--- config.mk ---
export PLATFORM = sky130hd
export DESIGN_NAME = berexp_cmp_stream
export DESIGN_NICKNAME = d
export VERILOG_FILES = /design/src/rtl/berexp_cmp_stream_pkg.sv /design/src/rtl/berexp_cmp_stream_zshift.sv /design/src/rtl/berexp_cmp_stream.sv
export SDC_FILE = /design/constraint.sdc
export NUM_CORES = 1
export LEC_CHECK = 0
export BUFFER_PORTS_ARGS = -buffer_cell sky130_fd_sc_hd__buf_2
export CORE_MARGIN = 4
export CORE_UTILIZATION = 30
export CTS_CLUSTER_SIZE = 10
export DETAILED_ROUTE_END_ITERATION = 10
export PLACE_DENSITY = 0.46
export SYNTH_ARGS = -nofsm -noshare
export SYNTH_HDL_FRONTEND = slang
export SYNTH_SLANG_ARGS = --single-unit
--- constraint.sdc ---
create_clock -name clk -period 13.2 [get_ports clk]
set_input_delay 3.96 -clock clk [delete_from_list [all_inputs] [get_ports clk]]
set_output_delay 3.96 -clock clk [all_outputs]
set_load 0.02 [all_outputs]
--- src/rtl/berexp_cmp_stream_pkg.sv ---
// -----------------------------------------------------------------------------
// berexp_pkg
// Shared definitions for the Bernoulli-exp decision back-end of the Falcon
// sampler.
//   berexp_cmp_state_t : compare-stream FSM states
//   POW_2_63           : 2^63 as a 64-bit unsigned constant
//   INV_LN_2           : 1/ln(2) in unsigned Q1.63 (rounded)
//   LN_2               : ln(2) in unsigned Q0.64 (rounded)
//   nbytes()           : number of random bytes needed to cover a z word
// -----------------------------------------------------------------------------
package berexp_pkg;

    typedef enum logic [1:0] {
        IDLE = 2'd0,
        LOAD = 2'd1,
        CMP  = 2'd2,
        DONE = 2'd3
    } berexp_cmp_state_t;

    localparam logic [63:0] POW_2_63 = 64'h8000_0000_0000_0000;
    localparam logic [63:0] INV_LN_2 = 64'hB8AA_3B29_5C17_F0BC;
    localparam logic [63:0] LN_2     = 64'hB172_17F7_D1CF_79AC;

    // z is compared one random byte at a time, MSB byte first.
    function automatic int nbytes(input int z_w, input int byte_w);
        return z_w / byte_w;
    endfunction

endpackage

--- src/rtl/berexp_cmp_stream_zshift.sv ---
// -----------------------------------------------------------------------------
// berexp_zshift
// Purely combinational z former: z = ((2*exp - 1) mod 2^(Z_W+1)) >> min(s, Z_W-1),
// truncated to Z_W bits. exp = 0 wraps to an all-ones z before the shift.
// Ports:
//   exp_i : Z_W-bit unsigned fixed-point ApproxExp result
//   s_i   : S_W-bit unsigned shift amount (saturated here to Z_W-1)
//   z_o   : Z_W-bit comparison threshold
// -----------------------------------------------------------------------------
module berexp_zshift #(
    parameter int Z_W = 64,
    parameter int S_W = 8
) (
    input  logic [Z_W-1:0] exp_i,
    input  logic [S_W-1:0] s_i,
    output logic [Z_W-1:0] z_o
);

    localparam int SH_W = (Z_W > 1) ? $clog2(Z_W) : 1;
    localparam int CW   = (S_W > 32) ? S_W : 32;

    logic [CW-1:0]   s_ext;
    logic [SH_W-1:0] s_sat;
    logic [Z_W:0]    twice_m1;

    // Widen before comparing so any S_W works against the Z_W-1 limit.
    assign s_ext = CW'(s_i);
    assign s_sat = (s_ext >= CW'(Z_W - 1)) ? SH_W'(Z_W - 1) : SH_W'(s_ext);

    // One extra bit keeps the doubled value exact; the subtraction wraps
    // modulo 2^(Z_W+1), which is what makes exp = 0 produce all ones.
    assign twice_m1 = {exp_i, 1'b0} - {{Z_W{1'b0}}, 1'b1};
    assign z_o      = Z_W'(twice_m1 >> s_sat);

endmodule

--- src/rtl/berexp_cmp_stream.sv ---
// -----------------------------------------------------------------------------
// berexp_cmp_stream
// Stream-driven Bernoulli-exp decision: w = (random < z), where z is formed
// from an ApproxExp result and a shift, and the random number arrives MSB
// byte first on a handshaked byte stream.
// Ports:
//   clk, rst    : clock (rising edge), asynchronous active-low reset
//   din_val_i / din_rdy_o : operand handshake carrying exp_i and s_i
//   exp_i       : Z_W-bit ApproxExp result
//   s_i         : S_W-bit shift amount
//   rnd_val_i / rnd_rdy_o : random byte handshake carrying rnd_i
//   rnd_i       : BYTE_W-bit random byte
//   dout_val_o / dout_rdy_i : result handshake carrying w_o and nbytes_o
//   w_o         : Bernoulli decision
//   nbytes_o    : random bytes consumed for this result (1..NB)
//   state_o     : current FSM state (debug visibility)
//
// Handshake rule for all three channels: a transfer happens on a rising clk
// edge where valid and ready are both 1; a producer holding valid keeps its
// payload stable until that edge.
// -----------------------------------------------------------------------------
module berexp_cmp_stream
    import berexp_pkg::*;
#(
    parameter int Z_W        = 64,
    parameter int BYTE_W     = 8,
    parameter int CONST_TIME = 0,
    parameter int S_W        = 8,
    localparam int NB        = nbytes(Z_W, BYTE_W),
    localparam int NBW       = $clog2(NB + 1)
) (
    input  logic              clk,
    input  logic              rst,
    input  logic              din_val_i,
    output logic              din_rdy_o,
    input  logic [Z_W-1:0]    exp_i,
    input  logic [S_W-1:0]    s_i,
    input  logic              rnd_val_i,
    output logic              rnd_rdy_o,
    input  logic [BYTE_W-1:0] rnd_i,
    output logic              dout_val_o,
    input  logic              dout_rdy_i,
    output logic              w_o,
    output logic [NBW-1:0]    nbytes_o,
    output logic [1:0]        state_o
);

    localparam int SH_W = (Z_W > 1) ? $clog2(Z_W) : 1;
    localparam int IW   = (NB > 1) ? $clog2(NB) : 1;
    localparam int CW   = (S_W > 32) ? S_W : 32;

    berexp_cmp_state_t state;
    logic              rel_q;      // set on the first clock after reset release
    logic [Z_W-1:0]    exp_q;
    logic [SH_W-1:0]   s_q;
    logic [Z_W-1:0]    z_q;
    logic [Z_W-1:0]    z_next;
    logic [IW-1:0]     idx;
    logic              decided;
    logic              w_q;
    logic [NBW-1:0]    cnt;

    logic [CW-1:0]     s_ext;
    logic [SH_W-1:0]   s_sat;
    logic [BYTE_W-1:0] z_bytes [NB];
    logic [BYTE_W-1:0] cur_byte;
    logic              differ;
    logic              rnd_lt;
    logic              in_fire;

    // Shift saturation applied at accept so only SH_W bits are stored.
    assign s_ext = CW'(s_i);
    assign s_sat = (s_ext >= CW'(Z_W - 1)) ? SH_W'(Z_W - 1) : SH_W'(s_ext);

    berexp_zshift #(
        .Z_W (Z_W),
        .S_W (SH_W)
    ) u_zshift (
        .exp_i (exp_q),
        .s_i   (s_q),
        .z_o   (z_next)
    );

    // Byte 0 is the most significant byte of z.
    for (genvar k = 0; k < NB; k++) begin : g_bytes
        assign z_bytes[k] = z_q[Z_W-1-k*BYTE_W -: BYTE_W];
    end

    assign cur_byte = z_bytes[idx];
    assign differ   = (rnd_i != cur_byte);
    assign rnd_lt   = (rnd_i < cur_byte);

    // In DONE the input side opens only when the result leaves in the same
    // cycle, so a new operand can follow without a bubble.
    always_comb begin
        din_rdy_o = 1'b0;
        if (rel_q) begin
            if (state == IDLE)
                din_rdy_o = 1'b1;
            else if (state == DONE)
                din_rdy_o = dout_rdy_i;
        end
    end

    assign in_fire    = din_val_i & din_rdy_o;
    assign rnd_rdy_o  = (state == CMP);
    assign dout_val_o = (state == DONE);
    assign w_o        = w_q;
    assign nbytes_o   = cnt;
    assign state_o    = state;

    always_ff @(posedge clk or negedge rst) begin
        if (!rst) begin
            state   <= IDLE;
            rel_q   <= 1'b0;
            exp_q   <= '0;
            s_q     <= '0;
            z_q     <= '0;
            idx     <= '0;
            decided <= 1'b0;
            w_q     <= 1'b0;
            cnt     <= '0;
        end else begin
            rel_q <= 1'b1;
            case (state)
                IDLE: begin
                    if (in_fire) begin
                        exp_q <= exp_i;
                        s_q   <= s_sat;
                        state <= LOAD;
                    end
                end
                LOAD: begin
                    z_q     <= z_next;
                    idx     <= '0;
                    decided <= 1'b0;
                    w_q     <= 1'b0;
                    cnt     <= '0;
                    state   <= CMP;
                end
                CMP: begin
                    if (rnd_val_i) begin
                        cnt <= cnt + NBW'(1);
                        // First differing byte decides; later ones are ignored.
                        if (differ && !decided) begin
                            w_q     <= rnd_lt;
                            decided <= 1'b1;
                        end
                        if (differ && (CONST_TIME == 0))
                            state <= DONE;
                        else if (idx == IW'(NB - 1))
                            state <= DONE;  // undecided here means equal: w stays 0
                        else
                            idx <= idx + IW'(1);
                    end
                end
                DONE: begin
                    if (dout_rdy_i) begin
                        if (in_fire) begin
                            exp_q <= exp_i;
                            s_q   <= s_sat;
                            state <= LOAD;
                        end else begin
                            state <= IDLE;
                        end
                    end
                end
                default: state <= IDLE;
            endcase
        end
    end

endmodule

Word-level counts from Yosys, hierarchy flattened:

Cells that the tools add are included.

* input port bits: 85
* flip-flop bits (word level): 146

* bitwise logic cells: 2
* shift operators: 1
* mux-type cells: 33
* equal/unequal tests: 12
* $add $sub $neg: 3
* reductions and logical operators: 10
* $lt $le $gt $ge: 4

Operators with widths (count)
* $mux W64: 2
* $pmux W64 S2: 1
* $shr A65 B6 Y64: 1
* $sub A65 B1 Y65 const B: 1
* $bmux W8 S3: 1
* $mux W6: 4
* $mux W8: 2
* $pmux W6 S2: 1
* $mux W2: 5
* $mux W3: 3
* $ge A8 B6 Y1 const B: 1
* $lt A8 B8 Y1: 1
* $mux W1: 8
* $ne A2 B2 Y1 const B: 4
* $ne A8 B8 Y1: 1
* $pmux W2 S4: 1
* $pmux W4 S2: 1
* $reduce_and A4 Y1: 2
* $ge A6 B6 Y1 const B: 1
* $pmux W3 S2: 1
* $add A4 B1 Y4 const B: 1
* $eq A2 B2 Y1 const B: 2
* $ge A4 B4 Y1 const B: 1
* $mux W4: 1
* other kinds (14): 18

Depth between registers and ports, before layout:

* depth after elaboration: 9
* gate-level depth with buffers: 14

Hierarchy:

A second synthesis with hierarchy kept.

* cells, all modules: 1572
* area, all modules: 14491.4 µm²

By module, submodules not included
* berexp_zshift: times used 1, cells each 1156, area each 8037.7 µm², sequential area each 0.0 µm²
* berexp_cmp_stream: times used 1, cells each 416, area each 6453.7 µm², sequential area each 3653.5 µm²

Least setup slack after synthesis:

No wires, ideal clock.

* path type: input -> output
* start: input dout_rdy_i
* end: output din_rdy_o
* buffers on the path: 0
* arrival time: 4369 ps
* slack: 4871 ps
* stages on the path: 2
* cells stage by stage: a21oi_1 > nor2b_1

* word-level cells in the longest chain between the ends: 3

Ends and longest elaborated chain
* from (decl): line berexp_cmp_stream.sv:42 `input logic dout_rdy_i,`
* $mux W1: line berexp_cmp_stream.sv:100 `else if (state == DONE)`
* $mux W1: line berexp_cmp_stream.sv:98 `if (state == IDLE)`
* $mux W1: line berexp_cmp_stream.sv:97 `if (rel_q) begin`
* to (decl): line berexp_cmp_stream.sv:35 `output logic din_rdy_o,`

No other way between the ends.

Worst setup path after layout:

Same ends and word-level chain as after synthesis.

==> impl_metrics.yaml <==
power_and_ir_drop:
  power.density_mw_per_mm2: 302.6
  share_seq_of_total_power: 0.220
  intPower_uw: 2002
  swShare: 0.5358
  max-vdd-ir-drop_v: 0.0001189
  power_frac_comb: 0.665
  pwr-share-clk: 0.115
  p_switching_uw: 2311
  p_leak_uw: 0.005452
timing:
  clock_skew_ps: 11.67
  period_minus_slack_ps: 8424
  timing.slew.headroom: 0.2699
  fmax_mhz: 118.7
  timing.setup.tns_ps: 0
  timing_hold_violations_final: 0
  post-route-period-util: 0.6382
  post-route-worst-setup-slack_ps: 4776
  grt_setup_unrepaired: "no"
  finalMaxSlewViolations: 0
  timing.final.setup_violations: 0
  tightest_slew_ps: 1068
floorplan:
  core-area_mm2: 0.04204
  die_height_um: 214.2
  initial_utilization: 0.3035
  die_width_um: 214.2
  pin_count: 95
  die_area_mm2: 0.04590
  rows: 75
setup_path:
  worstSetupEndpointType: "output port"
  cp.required_ps: 9240
  startpoint: "dout_rdy_i"
  timing.critical_path.fanout_max: 3
  critical_path.startpoint_type: "input port"
  setup.worst_path.class: "input port to output port"
  rr_startpoint: "exp_q[21]$_DFFE_PN0P_"
  critical_path_data_arrival_time_ps: 4460
cells_and_area:
  areaGrowthSynthToFinish_pct: 11.69
  drive_gt1_frac: 0.2138
  stdcell_count: 2017
  fin_util: 0.3390
  num_antenna_cells: 0
  num-fill-cells: 4407
  layout.nets: 1566
synthesis:
  synthesis.instances: 1442
  predominant_post_synthesis_flop_cell: "sky130_fd_sc_hd__dfrtp_1"
  synthMostInstantiatedCell: "sky130_fd_sc_hd__dfrtp_1"
  yosysUniqueCellTypes: 89
  synthDominantAreaCellType: "sky130_fd_sc_hd__dfrtp_1"
  synth-edff-count: 0
  synth_area_mm2: 0.01276
  synth_commonest_cells: "sky130_fd_sc_hd__dfrtp_1 (146), sky130_fd_sc_hd__nand2_1 (137), sky130_fd_sc_hd__nor2_1 (107)"
  synth_top_cell_area_share: 0.2863
  yosysSeqAreaShare: 0.2863
  synth_seq_cells: 146
  ys_async_sr_fraction: 1.000
  synth.yosys.warnings: 0
  synth_nets: 1543
  post_synth.cell_area_avg_um2: 8.850
  cell_types_occupying_the_most_area_after_synthesis: "sky130_fd_sc_hd__dfrtp_1 (29%), sky130_fd_sc_hd__mux2_2 (6.9%), sky130_fd_sc_hd__mux4_2 (6.5%)"
routing:
  post_drt_via_cell_ratio: 5.989
  ant_nets: 0
  routed-via-count: 12080
  remaining_design_rule_violation_count: 0
  postRouteWirelength_um: 48020
  drtIter0Drc: 1173
  wl_per_cell_um: 23.81
  drt_first_pass_iters: 5
placed_design:
  place_hpwl_um: 35470
  pre_cts_slack_ps: 4788
  numPlacedInstances: 1985
  gp_routability_congestion: 0.9074
  buffer_ports.inserted: 94
clock_network:
  ctsResizeCount: 0
  h_tree_depth: 4
  clk_transition_reported_paths_ps: 70
  clk-insertion-delay-late_ps: 460
  tritoncts.num_buffers: 17
  cts.hold.buffers_added: 0
  clk_root_buffer_cell: "sky130_fd_sc_hd__clkbuf_16"
  cts_setup_buffers: 0
  ctsLongestPathBuffers: 2
  clock_sinks: 146
  cts_tree: "yes"
grt:
  grt_util_all_layers: 0.2034
  globalRoute.totalOverflow: 0
  grt_pass1_vias: 11940
  initial_antenna_violation_count: 0
  pin_count_of_the_biggest_net_entering_global_routing: 79
  grt_first_pass_wirelength_um: 74400
hold_path:
  holdCritStartpoint: "decided$_DFFE_PN0P_"
  hold_class: "flip-flop to flip-flop"
run_status:
  status: "finished clean"
run:
  max_cap_violations: 0
-- logic make-up after synthesis --
group | share of synthesized area
adders and majority gates | 0.01569
xor gates and xnor gates | 0.04196
muxes | 0.1985
other | 0.0002939
DFF | 0.2863
AOI/OAI and AO/OA | 0.2182
buffers and inverters | 0.04608
and+or+nand+nor | 0.1930
-- power by group through the flow --
stage	clock network, µW	logic (µW)	registers (µW)
finish	498	2870	947
global route	529	3080	980
CTS	514	2820	943
detailed placement	0	2810	949
global placement	0	2800	944
floorplan	0	2060	776
-- placed cells by master, fill, tap and decap left out, types with 8 or more instances in the layout --
master                        n
sky130_fd_sc_hd__nor2b_1      8
sky130_fd_sc_hd__nand2_1    137
sky130_fd_sc_hd__xnor2_1     42
sky130_fd_sc_hd__o2bb2ai_1   24
sky130_fd_sc_hd__mux4_2      37
sky130_fd_sc_hd__or2_2       14
sky130_fd_sc_hd__o221ai_1    13
sky130_fd_sc_hd__a31oi_1      9
sky130_fd_sc_hd__or4_1       12
sky130_fd_sc_hd__xor2_1      16
sky130_fd_sc_hd__a22oi_1     19
sky130_fd_sc_hd__a221o_1     12
sky130_fd_sc_hd__o211ai_1    17
sky130_fd_sc_hd__nand3_1     32
sky130_fd_sc_hd__o31ai_1     15
sky130_fd_sc_hd__or3_1       22
sky130_fd_sc_hd__o21ai_0     65
sky130_fd_sc_hd__clkbuf_16   17
sky130_fd_sc_hd__mux2_2      78
sky130_fd_sc_hd__inv_1       24
sky130_fd_sc_hd__nand4_1     28
sky130_fd_sc_hd__nor3_1      39
sky130_fd_sc_hd__dfrtp_1    143
sky130_fd_sc_hd__ha_1        16
sky130_fd_sc_hd__buf_4       27
sky130_fd_sc_hd__nand2b_1     9
sky130_fd_sc_hd__a211oi_1    15
sky130_fd_sc_hd__and2_1      11
sky130_fd_sc_hd__a21oi_1     66
sky130_fd_sc_hd__nor4_1      42
sky130_fd_sc_hd__a22o_1      15
sky130_fd_sc_hd__mux2i_1     81
sky130_fd_sc_hd__buf_2       93
sky130_fd_sc_hd__nor2_1     106
sky130_fd_sc_hd__a221oi_1     8
sky130_fd_sc_hd__o22ai_1     19
-- worst paths after layout --
check	endpoint	cells after the start	slack [ps]
worst min-delay path	decided$_DFFE_PN0P_	1	480
worst min register to register	decided$_DFFE_PN0P_	1	480
worst max-delay path	din_rdy_o	4	4780
worst max register to register	z_bytes[5]$_DFFE_PN0P_	9	8050
max in group asynchronous	exp_q[46]$_DFFE_PN0P_	2	8270
min in group asynchronous	nbytes_o[3]$_DFFE_PN0P_	1	3510
-- cell type report --
type,instances,area [µm²],share of cell area
Clock buffer,19,442.9,0.03108
Clock inverter,13,152.6,0.01071
Inverter,30,112.6,0.007901
Multi-Input combinational cell,1149,8533,0.5987
Sequential cell,146,3657,0.2566
Tap cell,539,674.4,0.04732
Timing Repair Buffer,121,679.4,0.04767
-- routing by layer --
metal	track usage	part of all wire	up-vias	routed length [µm]
met3	0.03245	0.049	65	2352
met4	0.05684	0.025	0	1212
met1	0.2870	0.46	6008	22330
li1	-	-	5596	-
met5	0	0	-	0
met2	0.3244	0.46	410	22130
-- flip-flops by register name, indices dropped and copies added (netlist names) --
name / cells
exp_q: 64
z_bytes: 64
decided: 1
s_q: 6
state_o: 2
rel_q: 1
w_o: 1
idx: 3
nbytes_o: 4
-- per-stage QoR --
stage                     hold WS, ps  power (µW)  cell area (µm²)
final                           482.8        4313            14250
after global routing            494.1        4593            14250
after CTS                       485.1        4279            14250
after detailed placement        467.7        3758            13660
after global placement          460.1        3748            13660
after floorplan                 449.5        2836            12760
-- critical path: stages --
cell and delay, ps:
sky130_fd_sc_hd__buf_2 100, sky130_fd_sc_hd__a21oi_1 70, sky130_fd_sc_hd__nor2b_1 150, sky130_fd_sc_hd__buf_2 190
Note: power is estimated with default switching activity, not from simulation.
